<file path="src/rtl/io_bus_arbiter.sv">
//------------------------------------------------------------------------------
// io_bus_arbiter : two-requester arbiter that serialises accesses to the IO bus
// Revision 1.0 - initial release
//------------------------------------------------------------------------------
`default_nettype none

module io_bus_arbiter #(
  parameter int DATA_WIDTH = 32,
  parameter bit RR         = 1'b1
) (
  input  logic                  clk,
  input  logic                  rstn,
  input  logic                  m0_req,
  input  logic [7:0]            m0_addr,
  input  logic                  m0_we,
  input  logic                  m0_rd,
  input  logic [DATA_WIDTH-1:0] m0_wdata,
  output logic                  m0_ack,
  output logic                  m0_err,
  output logic [DATA_WIDTH-1:0] m0_rdata,
  input  logic                  m1_req,
  input  logic [7:0]            m1_addr,
  input  logic                  m1_we,
  input  logic                  m1_rd,
  input  logic [DATA_WIDTH-1:0] m1_wdata,
  output logic                  m1_ack,
  output logic                  m1_err,
  output logic [DATA_WIDTH-1:0] m1_rdata,
  output logic [7:0]            io_addr,
  output logic [DATA_WIDTH-1:0] io_dout,
  input  logic [DATA_WIDTH-1:0] io_din,
  output logic                  io_we,
  output logic                  io_rd,
  output logic                  busy
);

  typedef enum logic [1:0] {
    IDLE = 2'd0,
    BUS  = 2'd1,
    ACK  = 2'd2
  } state_t;

  state_t r_state;
  logic   r_last;
  logic   r_win;

  logic                  w_win;
  logic [7:0]            w_addr;
  logic                  w_we;
  logic                  w_rd;
  logic [DATA_WIDTH-1:0] w_wdata;
  logic                  w_err;

  // Requester 1 wins when alone, or on a round-robin tie after requester 0 was last served.
  assign w_win   = m1_req && (!m0_req || (RR && !r_last));
  assign w_addr  = w_win ? m1_addr  : m0_addr;
  assign w_we    = w_win ? m1_we    : m0_we;
  assign w_rd    = w_win ? m1_rd    : m0_rd;
  assign w_wdata = w_win ? m1_wdata : m0_wdata;
  assign w_err   = (w_addr[1:0] != 2'b00) || (w_addr > 8'h18) || (w_we == w_rd);

  always_ff @(posedge clk or negedge rstn) begin
    if (!rstn) begin
      r_state  <= IDLE;
      r_last   <= 1'b1;
      r_win    <= 1'b0;
      m0_ack   <= 1'b0;
      m0_err   <= 1'b0;
      m0_rdata <= '0;
      m1_ack   <= 1'b0;
      m1_err   <= 1'b0;
      m1_rdata <= '0;
      io_addr  <= '0;
      io_dout  <= '0;
      io_we    <= 1'b0;
      io_rd    <= 1'b0;
      busy     <= 1'b0;
    end else begin
      case (r_state)
        IDLE: begin
          if (m0_req || m1_req) begin
            r_win  <= w_win;
            r_last <= w_win;
            busy   <= 1'b1;
            if (w_win) m1_rdata <= '0;
            else       m0_rdata <= '0;
            if (w_err) begin
              // Rejected requests skip the bus cycle entirely.
              r_state <= ACK;
              if (w_win) begin
                m1_ack <= 1'b1;
                m1_err <= 1'b1;
              end else begin
                m0_ack <= 1'b1;
                m0_err <= 1'b1;
              end
            end else begin
              r_state <= BUS;
              io_addr <= w_addr;
              io_dout <= w_wdata;
              io_we   <= w_we;
              io_rd   <= w_rd;
            end
          end
        end
        BUS: begin
          r_state <= ACK;
          io_we   <= 1'b0;
          io_rd   <= 1'b0;
          if (r_win) begin
            m1_ack <= 1'b1;
            if (io_rd) m1_rdata <= io_din;
          end else begin
            m0_ack <= 1'b1;
            if (io_rd) m0_rdata <= io_din;
          end
        end
        ACK: begin
          r_state <= IDLE;
          m0_ack  <= 1'b0;
          m0_err  <= 1'b0;
          m1_ack  <= 1'b0;
          m1_err  <= 1'b0;
          busy    <= 1'b0;
        end
        default: begin
          r_state <= IDLE;
          busy    <= 1'b0;
        end
      endcase
    end
  end

endmodule

`default_nettype wire

</file>
<file path="config.mk">
export PLATFORM = sky130hd
export DESIGN_NAME = io_bus_arbiter
export DESIGN_NICKNAME = d
export VERILOG_FILES = /design/src/rtl/io_bus_arbiter.sv
export SDC_FILE = /design/constraint.sdc
export NUM_CORES = 1
export LEC_CHECK = 0
export CAP_MARGIN = 20
export CORE_UTILIZATION = 35
export DETAILED_ROUTE_END_ITERATION = 10
export PLACE_DENSITY = 0.7
export SETUP_SLACK_MARGIN = 0.05
export SYNTH_ARGS = -nofsm -noshare
export SYNTH_HDL_FRONTEND = slang
export SYNTH_SLANG_ARGS = --single-unit
</file>
<file path="constraint.sdc">
create_clock -name clk -period 4.7 [get_ports clk]
set_input_delay 0.705 -clock clk [delete_from_list [all_inputs] [get_ports clk]]
set_output_delay 0.705 -clock clk [all_outputs]
set_load 0.02 [all_outputs]
</file>
==> impl_metrics.ini <==
[outcome]
status = complete, no violations

[worst_setup_path]
critical_path_depth = 8
crit_path_start_kind = input pin
timing.critical_path.slowest_cell_delay_ps = 580
reg2reg_to = m1_rdata[23]
worstPathMaxFanout = 40
reg2reg_slack_ps = 1950
worst_setup_path_end_kind = register
critical_path_source = m1_req
timing.reg2reg.worst_path_depth = 7
setup.worst_path.class = in -> reg
crit-reg2reg-launch = r_last
crit_path_top_delay_cell = buf_4
worst_path_dominant_cell_family = buffers and inverters
timing.critical_path.mode_cell = buf_4
cp.required_ps = 5030
timing.critical_path.arrival_ps = 3590
worstPathBufferInverterCount = 3
crit_path_cell_trace = clkdlybuf4s50_1 -> a21boi_4 -> buf_4 -> nand2b_1 -> a21oi_4 -> buf_4 -> nand3_1 -> o21ai_0

[final_layout]
num_antenna_cells = 0
nNetsFinal = 847
share_of_post_route_cells_with_drive_strength_above_1_pct = 7.03
area.growth.synth_to_final_pct = 61.2
final_cell_mix = clkdlybuf4s50_1 (229), dfrtp_1 (114), o21ai_1 (101)
most_common_cell_after_layout_fill_and_taps_aside = clkdlybuf4s50_1
finalNonFillerCells = 920

[drt]
drc_errors = 0
route.antenna.remaining_nets = 0
detail_route.first_pass.iterations = 4
num_vias = 4577
avgViaCountPerCell = 4.98
drt_first_iter_violations = 295
finalWirelength_um = 14600
wire_per_inst_um = 15.9

[global_routing]
grt_first_pass_wirelength_um = 23200
grt_pass1_vias = 4629
grt_overflow_total = 0
grt_start_max_net_pins = 80
initial_antenna_violation_count = 0
global_route.usage.total_pct = 20.5

[clocking]
clock_latency_on_the_worst_skew_pair_ps = 410
tritoncts.num_buffers = 17
clk_transition_reported_paths_ps = 50
cts_setup_buffers = 0
cts_root_buf = clkbuf_16
holdBufCountCts = 0
cts.sinks = 115
post_cts_resized = 0
tritoncts_clock_tree = yes
clock_tree.buffer_depth = 2
h_tree_depth = 4

[place]
port-buffer-count = 230
hpwl_um = 10300
place.gp.congestion = 0.807
dp.cells = 886

[logic_synthesis]
synth_cells = 506
seq_area_frac_synth_pct = 57.3
yosysTopAreaCell = dfrtp_1
synth_area_leaders = dfrtp_1 (57%), o21ai_1 (10%), mux2i_1 (7.6%)
synthesis.area_um2 = 5020
average_cell_area_after_synthesis_um2 = 9.93
synthDistinctLibCells = 34
synth_top_area_share_pct = 56.8
ys_warn_count = 0
synthesis.nets = 626
ys_seq_elements = 115

[floorplanning]
die_width_um = 122
pin_count = 231
initial_core_util_pct = 36.1
die_height_um = 122
core_region_area_um2 = 13900
die_area_um2 = 14800
num_rows = 43

[power_and_ir_drop]
switchingPower_uw = 794
power.density_cell_area_nw_per_um2 = 368
clkPwrFrac_pct = 42.6
power.internal_uw = 2190
power_uw = 2980
p_sw_share_pct = 26.6
leakage_uw = 0.00333
share_comb_of_total_power_pct = 19.7
power.share.sequential_pct = 37.7
vdd_drop_max_v = 0.000228

[timing]
finalSetupTns_ps = 0
tightest_slew_margin_relative_to_the_limit_pct = 55.7
rsz_0062_raised_after_global_routing = no
final.period_utilization_pct = 69.4
setup_viol_count_final = 0
maxClockFrequency_mhz = 307
finalHoldViolCount = 0
worst_pin_slew_ps = 659
timing.final.crit_period_ps = 3260
final-max-slew-violation-count = 0
fin_skew_ps = 10.5

[run]
cap_viol_max_count = 0

[hold_path]
hp-class = in -> async
flip-flops by register name, summed over array words and instances, names as in the netlist, 2 cells and up:
| register | flops |
|---|---|
| io_dout | 32 |
| m0_rdata | 32 |
| m1_rdata | 32 |
| io_addr | 8 |
| r_state | 2 |
through the flow:
stage	hold slack (ps)	utilization (%)	cell area (um^2)	setup WS, ps
floorplan	409	-	5020	2490
global placement	480	53.6	7460	1160
detailed placement	474	53.6	7460	989
CTS	493	57.8	8050	1420
global route	123	58.1	8100	1210
finish	127	58.1	8100	1440
power groups by stage:
stage	clock [uW]	combinational [uW]	sequential [uW]
global route	1340	636	1130
floorplan	0	190	1210
global placement	0	581	1130
detailed placement	0	590	1140
finish	1270	589	1120
CTS	1300	593	1120
synthesized netlist by cell type (all sizes together):
| master | instances |
|---|---|
| o21ai | 139 |
| dfrtp | 114 |
| inv | 65 |
| nand3 | 65 |
| mux2i | 38 |
| clkbuf | 21 |
| buf | 15 |
| nor2 | 11 |
| and2 | 5 |
| nor2b | 4 |
| nor4 | 4 |
| a21oi | 3 |
| or2 | 3 |
| a221o | 2 |
| and3 | 2 |
| nand2b | 2 |
| o21a | 2 |
| or4 | 2 |
| xnor2 | 2 |
| a21boi | 1 |
| a21o | 1 |
| a31oi | 1 |
| dfstp | 1 |
| mux2 | 1 |
| nand3b | 1 |
| or3 | 1 |
worst reg2reg max path, cell delays in order, from the launching register on:
cell,delay [ps]
dfstp_2,390
a21boi_4,200
buf_4,580
nand2b_1,240
a21oi_4,570
buf_4,450
nand3_1,130
o21ai_0,110
how the worst max path moves through the flow:
stage                     slack [ps]           end
after CTS                       1420  m1_rdata[23]
after global placement          1160  m1_rdata[26]
after global routing            1210  m1_rdata[20]
after detailed placement         990  m1_rdata[23]
after floorplan                 2490    io_addr[1]
final                           1440  m1_rdata[23]
metal layers:
layer	track usage, %	up-vias	routed length (um)
met5	0	-	0
met4	7.56	0	210
met1	25.0	2185	6140
met2	33.2	204	6850
met3	7.35	17	1420
li1	-	2171	-
cell type report:
cell class	instances	area [um^2]
clock buffer	23	488
timing repair buffer	238	2390
inverter	65	244
fill	1183	5830
clock inverter	9	103
multi-input combinational	290	1770
tap	180	225
sequential	115	2880
logic make-up (layout without fill, tap and decap cells):
logic type,after synthesis,count (layout),synth area share (%)
buffers and inverters,101,335,8.39
AND/OR/NAND/NOR,100,100,10.7
XOR/XNOR,2,2,0.349
flip-flops,115,115,57.3
AO/OA/AOI/OAI,149,149,15.5
multiplexers,39,39,7.80
(Power assumes the default switching activity.)
